`config.mk`:
```
export PLATFORM = sky130hd
export DESIGN_NAME = seven_seg_scan
export DESIGN_NICKNAME = d
export VERILOG_FILES = /design/src/rtl/seven_seg_scan.sv
export SDC_FILE = /design/constraint.sdc
export NUM_CORES = 1
export LEC_CHECK = 0
export CAP_MARGIN = 30
export CORE_MARGIN = 5
export CORE_UTILIZATION = 48
export CTS_CLUSTER_DIAMETER = 200
export DETAILED_ROUTE_END_ITERATION = 8
export PLACE_DENSITY_LB_ADDON = 0.3
export SLEW_MARGIN = 30
export SYNTH_ARGS = -nofsm -noshare
export SYNTH_HDL_FRONTEND = slang
export SYNTH_SLANG_ARGS = --single-unit
```
`constraint.sdc`:
```
create_clock -name clock -period 2 [get_ports clock]
set_input_delay 0.5 -clock clock [delete_from_list [all_inputs] [get_ports clock]]
set_output_delay 0.5 -clock clock [all_outputs]
set_load 0.005 [all_outputs]
```
`src/rtl/seven_seg_scan.sv`:
```
// Four-digit multiplexed seven-segment scanner (ss.hh) with frame-start snapshot and per-slot blanking.
// Optional build macro LEADING_ZERO_BLANK_EN blanks the leftmost digit when it is zero.
module seven_seg_scan #(
    parameter int SCAN_DIV  = 50000,
    parameter int BLANK_CYC = 2
) (
    input  logic       clock,
    input  logic       reset,
    input  logic [3:0] du,
    input  logic [3:0] dd,
    input  logic [3:0] su,
    input  logic [3:0] sd,
    output logic [6:0] seg,
    output logic       dp,
    output logic [3:0] an
);

    localparam int PC_W = (SCAN_DIV > 2) ? $clog2(SCAN_DIV) : 1;
    localparam logic [PC_W-1:0] PC_LAST  = PC_W'(SCAN_DIV - 1);
    localparam logic [PC_W-1:0] PC_BLANK = PC_W'(BLANK_CYC);

    logic [PC_W-1:0] pc;
    logic [1:0]      idx;
    logic [3:0]      snap_du, snap_dd, snap_su, snap_sd;

    logic [3:0] cur;
    logic       blank;
    logic [6:0] seg_nxt;
    logic [3:0] an_nxt;
    logic       dp_nxt;

    // Active-low {g,f,e,d,c,b,a}; non-BCD codes show a dash.
    function automatic logic [6:0] decode(input logic [3:0] d);
        case (d)
            4'd0:    decode = 7'b1000000;
            4'd1:    decode = 7'b1111001;
            4'd2:    decode = 7'b0100100;
            4'd3:    decode = 7'b0110000;
            4'd4:    decode = 7'b0011001;
            4'd5:    decode = 7'b0010010;
            4'd6:    decode = 7'b0000010;
            4'd7:    decode = 7'b1111000;
            4'd8:    decode = 7'b0000000;
            4'd9:    decode = 7'b0010000;
            default: decode = 7'b0111111;
        endcase
    endfunction

    always_comb begin
        cur = snap_du;
        case (idx)
            2'd0:    cur = snap_du;
            2'd1:    cur = snap_dd;
            2'd2:    cur = snap_su;
            default: cur = snap_sd;
        endcase

        blank = (pc < PC_BLANK);
`ifdef LEADING_ZERO_BLANK_EN
        if (idx == 2'd3 && snap_sd == 4'd0)
            blank = 1'b1;
`endif

        an_nxt  = blank ? 4'b1111 : ~(4'b0001 << idx);
        seg_nxt = blank ? 7'h7F : decode(cur);
        dp_nxt  = blank || (idx != 2'd2);
    end

    always_ff @(posedge clock) begin
        if (reset) begin
            pc      <= '0;
            idx     <= 2'd0;
            snap_du <= 4'd0;
            snap_dd <= 4'd0;
            snap_su <= 4'd0;
            snap_sd <= 4'd0;
            an      <= 4'b1111;
            seg     <= 7'h7F;
            dp      <= 1'b1;
        end else begin
            if (pc == PC_LAST) begin
                pc  <= '0;
                idx <= idx + 2'd1;
            end else begin
                pc <= pc + PC_W'(1);
            end

            // Frame start falls inside blanking, so the load never tears a lit digit.
            if (pc == '0 && idx == 2'd0) begin
                snap_du <= du;
                snap_dd <= dd;
                snap_su <= su;
                snap_sd <= sd;
            end

            an  <= an_nxt;
            seg <= seg_nxt;
            dp  <= dp_nxt;
        end
    end

endmodule

```
==> impl_results.md, run 1 <==
- Status: complete, no violations
- # port buffers: 29
- Crit-path max cell delay: 0.46 ns
- Post-synth ARST share: 0%
- Register area share after synthesis: between 40 and 50%
- Initial core utilization: 48.74%
- HP Class: reg -> reg
- Die width: 75.80 um
- Synthesis warning total: 0
- # IOs: 30
- Routed vias/inst: 5.458
- Vias in the first global route: 1,712
- Min-delay src: snap_sd[0]
- FF-to-FF setup slack: around 0.10 ns
- Global route overflow: 0
- Static leakage: 0.9680 nW
- Max frequency: 527.6 MHz
- Synth top area share: 44.31%
- Syn_area_per_cell: 8.732 um^2
- Layout Nets: 313
- DP HPWL: 3.150 mm
- Synth unique cells: 36
- Core area: 4264 um^2
- Commonest non-fill, non-tap cell in the layout: dfxtp_1
- Crit-path cells: inv_4, ha_4, a222oi_1, mux2i_2, a211oi_1, o21ai_0
- R2r endpoint: seg[4]
- Site row count: 24
- Setup ws final: 0.1046 ns
- Antenna Nets Post-Route: 0
- Largest net degree at the start of global routing: 17
- Final Skew: 0.006144 ns
- Final Cycle Share: a little over nine tenths
- Root Buffer: clkbuf_8
- Final hold violations: 0
- Mapped cell area: 2078 um^2
- CTS sink count: 46
- Reg-to-Reg Start: idx[0]
- Top Family by Delay on Critical Path: compound AO/OA/AOI/OAI gates
- DRC errors left: 0
- 1st-pass router iterations: 5
- H-tree levels: 2
- Worst path bufs/invs: 1
- Post-synth top flop: dfxtp_1
- Crit start category: register
- Nature of the critical path endpoint: register
- Full die area: 5746 um^2
- VDD IR max: 0.5139 mV
- Clk slew on worst S/H paths: about 0.080 ns
- First-pass GRT wire length: between 7 and 8 mm
- Syn Inst Count: roughly 240
- Worst slew pin tran: 0.5651 ns
- DR iter-0 viols: 164
- Vias: approximately 1,800
- Hold EP: snap_sd[0]
- PwrDens: 680.2 nW/um^2
- Initial antenna violation count: 0
- #FFs+latches synth: 46
- Fin crit period: approximately 1.9 ns
- Cell depth of the worst hold path: 2
- Gr usage total: roughly 17%
- Place WS: -0.09199 ns
- RSZ-0062 raised after global routing: true
- TritonCTS Buffers: 5
- Top cells by area, synth: dfxtp_1 (44%), ha_1 (6.0%), o21ai_0 (5.8%)
- Final setup viols: 0
- CTS max path bufs: 2
- Crit Path Category: reg -> reg
- Worst skew pair latency: 0.29 ns
- Slowest CP cell: a222oi_1
- CTS tree: built
- Reg2reg path depth: 6
- Setup_tns: 0 ns
- Max Slew Vio Count: 0
- Synth area leader: dfxtp_1
- Routed WL: 4.665 mm
- Share of cells above drive strength 1: 17.61%
- GP Congestion: 0.8209
- MaxCap Viol Count: 0
- Commonest non-fill, non-tap cells in the layout: dfxtp_1 (44), clkdlybuf4s50_1 (29), o21ai_0 (22)
- CP Data Required Time: 2.15 ns
- Number of synthesized flops with an enable pin: 0
- Synth Net Count: ~270
- Die Y: 75.80 um
- Worst-path maximum fanout: 9
- Layout area overhead: 31.13%
- Routed len/inst: 13.88 um
- Max_slew headroom: approximately 62%
- Arrival @ worst endpoint: between 2 and 2.5 ns
- Diodes inserted: 0
[cells in the mapped netlist, types with 7 or more instances]
cell type / number
nor2_1: 19
nor3_1: 7
o21ai_0: 24
ha_1: 10
xnor2_1: 13
a21oi_1: 19
clkbuf_1: 7
nand2_1: 11
dfxtp_1: 46
nand3_1: 21
inv_1: 17
[timing repair]
action / CTS / global route
buffers inserted: 2 / 8
resized for setup: 3 / 23
hold buffers: 0 / 0
pin swaps: 2 / 8
endpoints found under the setup margin: 6 / 6
[power breakdown]
group / internal [mW] / switching, mW / leakage [nW]
clock: 0.267 / 0.292 / 0.0431
sequential: 0.961 / 0.0244 / 0.377
combinational: 0.157 / 0.152 / 0.548
[cells by family after synthesis]
| group | count (synthesis) | share of synthesized area, % |
|---|---|---|
| buffers and inverters | 29 | 6.262 |
| AOI/OAI and AO/OA | 56 | 15.89 |
| adders and majority gates | 10 | 6.020 |
| xor gates and xnor gates | 14 | 5.900 |
| DFF | 46 | 44.31 |
| and+or+nand+nor | 78 | 18.97 |
| muxes | 5 | 2.649 |
[sequential cells by signal, summed over array words and instances (netlist names)]
name and cells:
snap_du 4, snap_su 4, an 4, snap_dd 4, pc 16, seg 7, snap_sd 4, dp 1
idx 2
[layout make-up]
| type | count | area [um^2] |
|---|---|---|
| Timing Repair Buffer | 52 | 479.2 |
| Fill cell | 360 | 1539 |
| Tap cell | 52 | 65.06 |
| Inverter | 17 | 68.82 |
| Sequential cell | 46 | 928.4 |
| Multi-Input combinational cell | 163 | 1101 |
| Clock buffer | 6 | 82.58 |
[worst min-delay path, cell delays in order (launching register included)]
cell and delay (ns):
dfxtp_1 0.31, o21ai_0 0.07, a21oi_1 0.06
[per-layer routing]
| layer | global-route usage (%) | wire length, um | vias up |
|---|---|---|---|
| met5 | 0 | 0 | - |
| met4 | 3.883 | 36 | 0 |
| met3 | 5.277 | 224 | 4 |
| met2 | 29.47 | 2322 | 42 |
| met1 | 19.24 | 2082 | 860 |
| li1 | - | - | 928 |
[worst max-delay path by stage]
| stage | cells after the start | from | end | slack [ns] |
|---|---|---|---|---|
| floorplan | 8 | idx[0] | seg[3] | 0.01 |
| global placement | 8 | idx[1] | seg[2] | 0.008 |
| detailed placement | 9 | idx[1] | seg[3] | -0.09 |
| CTS | 9 | idx[0] | seg[3] | 0.009 |
| global route | 8 | idx[1] | seg[5] | -0.03 |
| finish | 6 | idx[0] | seg[4] | 0.10 |
[metrics by stage]
step / power [mW] / utilization (%) / instance area (um^2) / hold WS [ns] / cells
global route: 1.940 / 63.91 / 2725 / 0.5046 / 336
finish: 1.854 / 63.91 / 2725 / 0.4814 / 336
global placement: 1.285 / 58.10 / 2477 / 0.4653 / 320
floorplan: 1.164 / - / 2078 / 0.4416 / 238
detailed placement: 1.287 / 58.10 / 2477 / 0.4641 / 320
CTS: 1.844 / 60.48 / 2579 / 0.4815 / 328
(Power assumes the default switching activity.)
==> run 2, diff against run 1 <==
Settings changed: ABC_CLOCK_PERIOD_IN_PS set to 2000, CTS_BUF_LIST set to sky130_fd_sc_hd__clkbuf_16.
==> impl_results.md, run 2 (same netlist as run 1, synthesis figures left out) <==
- Worst-path maximum fanout: 7 (-2)
- Internal Power: 1.557 mW (+12%)
- 1st-pass router iterations: 4 (-1)
- Non-filler cells, final: 332 (-1.2%)
- TritonCTS Buffers: 5 (unchanged)
- Logic pwr share: 14.3% (-2.4 points)
- Cell depth of the worst hold path: 2 (unchanged)
- Reg2reg path depth: 7 (+1)
- Switch Pwr: 0.4768 mW (+1.8%)
- Largest net degree at the start of global routing: 17 (unchanged)
- DR iter-0 viols: 117 (-29%)
- Crit Path Category: reg -> reg
- CTS sink count: 46 (unchanged)
- Final hold violations: 0 (unchanged)
- Min-delay src: snap_su[3]
- Final Skew: 0.003024 ns (-0.003120 ns)
- H-tree levels: 2 (unchanged)
- Hold EP: snap_su[3]
- GP Congestion: 0.8209 (unchanged)
- CP Data Required Time: 2.14 ns (about the same)
- Routed vias/inst: 5.428 (-0.56%)
- Initial antenna violation count: 0 (unchanged)
- Final Cycle Share: 99.32% (+4.6 points)
- Routed len/inst: 13.65 um (-1.7%)
- Crit start category: register
- FF-to-FF setup slack: 0.01 ns (-0.09 ns)
- Global route overflow: 0 (unchanged)
- Commonest non-fill, non-tap cells in the layout: dfxtp_1 (44), clkdlybuf4s50_1 (29), o21ai_0 (23)
- CTS tree: built
- Final setup viols: 0 (unchanged)
- Static leakage: 0.9632 nW (-0.50%)
- Site row count: 24 (unchanged)
- DP HPWL: 3.150 mm (unchanged)
- Clock power frac: 37.1% (+7.0 points)
- Setup_tns: 0 ns (unchanged)
- Routed WL: 4.531 mm (-2.9%)
- First-pass GRT wire length: 7.417 mm (-0.38%)
- Max_slew headroom: 64.40% (+2.1 points)
- HP Class: reg -> reg
- Diodes inserted: 0 (unchanged)
- MaxCap Viol Count: 0 (unchanged)
- Sequential Power Share: 48.6% (-4.6 points)
- # port buffers: 29 (unchanged)
- CTS max path bufs: 2 (unchanged)
- Reg-to-Reg Start: idx[0]
- RSZ-0062 raised after global routing: true
- Die Y: 75.80 um (unchanged)
- Layout Nets: 309 (-1.3%)
- Placed cells: 320 (unchanged)
- DRC errors left: 0 (unchanged)
- Share of cells above drive strength 1: 14.29% (-3.3 points)
- Worst skew pair latency: 0.28 ns (about the same)
- Layout area overhead: 29.92%
- Clk slew on worst S/H paths: 0.06 ns (-0.02 ns)
- Initial core utilization: 48.74% (unchanged)
- Full die area: 5746 um^2 (unchanged)
- Setup ws final: 0.01361 ns (-0.09102 ns)
- Max reg flops: 16 (unchanged)
- Finished Cell Area: 2700 um^2 (-0.92%)
- Place WS: -0.09199 ns (unchanged)
- CTS Hold Bufs: 0 (unchanged)
- Nature of the critical path endpoint: register
- Vias: 1,802 (-1.7%)
- Root Buffer: clkbuf_16
- Status: complete, no violations
- Die width: 75.80 um (unchanged)
- R2r endpoint: seg[3]
- Vias in the first global route: 1,682 (-1.8%)
- Worst slew pin tran: 0.5341 ns (-0.03104 ns)
- Gr usage total: 16.81% (+0.24 points)
- Core area: 4264 um^2 (unchanged)
- Antenna Nets Post-Route: 0 (unchanged)
- Filler cells: 369 (+2.5%)
- VDD IR max: 0.4097 mV (-20%)
- Largest regs: pc: 16 flops, seg: 7 flops
- Largest reg by FF count: pc
- Max Slew Vio Count: 0 (unchanged)
- Switching Share: 23.44% (-1.8 points)
- Fin crit period: 1.986 ns (+0.09102 ns)
- Arrival @ worst endpoint: 2.12 ns (+0.08 ns)
- PwrDens: 753.2 nW/um^2 (+11%)
- Placed cell area: 2477 um^2 (unchanged)
- Commonest non-fill, non-tap cell in the layout: dfxtp_1
- # IOs: 30 (unchanged)
- Max frequency: 503.4 MHz (-4.6%)
==> run 2: cell types whose count changed in the layout (fill, tap and decap cells not counted), sizes merged <==
cell    before  now
clkinv       0    1
clkbuf       6    5
buf         23   19
==> run 2: timing repair <==
action,in CTS,in global routing
pin swaps,2,2
buffers inserted,3,3
gates cloned,0,0
gates resized for setup,2,13
setup endpoints to repair,6,6
==> run 2: area by class of cell <==
class	instances	area [um^2]	area share, %
multi-input cells	163	1071	39.67
flip-flops and latches	46	925.9	34.29
repair buffers	48	445.4	16.50
clock buffers	5	125.1	4.634
well taps	52	65.06	2.410
inverters	17	63.81	2.363
clock inverters	1	3.754	0.1390
==> run 2: how the worst max path moves through the flow <==
stage,startpoint,end,slack (ns)
after floorplan,idx[0],seg[3],0.01
after global placement,idx[1],seg[2],0.008
after detailed placement,idx[1],seg[3],-0.09
after CTS,idx[0],seg[3],0.008
after global routing,idx[0],seg[3],-0.1
final,idx[0],seg[3],0.01
==> run 2: critical path, cell delays in order (launching register included) <==
cell	delay, ns
dfxtp_2	0.38
ha_1	0.33
mux2i_2	0.47
inv_1	0.09
ha_1	0.31
inv_1	0.04
o21ai_1	0.12
o2111ai_1	0.11
==> run 2: through the flow <==
stage | power (mW) | hold slack, ns | utilization, %
after global placement | 1.285 | 0.4653 | 58.10
after detailed placement | 1.287 | 0.4641 | 58.10
final | 2.034 | 0.4763 | 63.32
after floorplan | 1.164 | 0.4416 | -
after global routing | 2.129 | 0.4985 | 63.32
after CTS | 2.052 | 0.4780 | 61.74
==> run 2: routing by layer <==
metal | vias up | global-route usage [%] | wire (um)
li1 | 920 | - | -
met1 | 830 | 19.14 | 2005
met2 | 44 | 29.18 | 2195
met3 | 8 | 5.409 | 252
met4 | 0 | 6.214 | 77
met5 | - | 0 | 0
==> run 2: power by group through the flow <==
stage	clock [mW]	combinational [mW]	sequential (mW)
floorplan	0	0.159	1.01
global placement	0	0.275	1.01
detailed placement	0	0.277	1.01
CTS	0.777	0.285	0.990
global route	0.811	0.324	0.994
finish	0.754	0.290	0.989
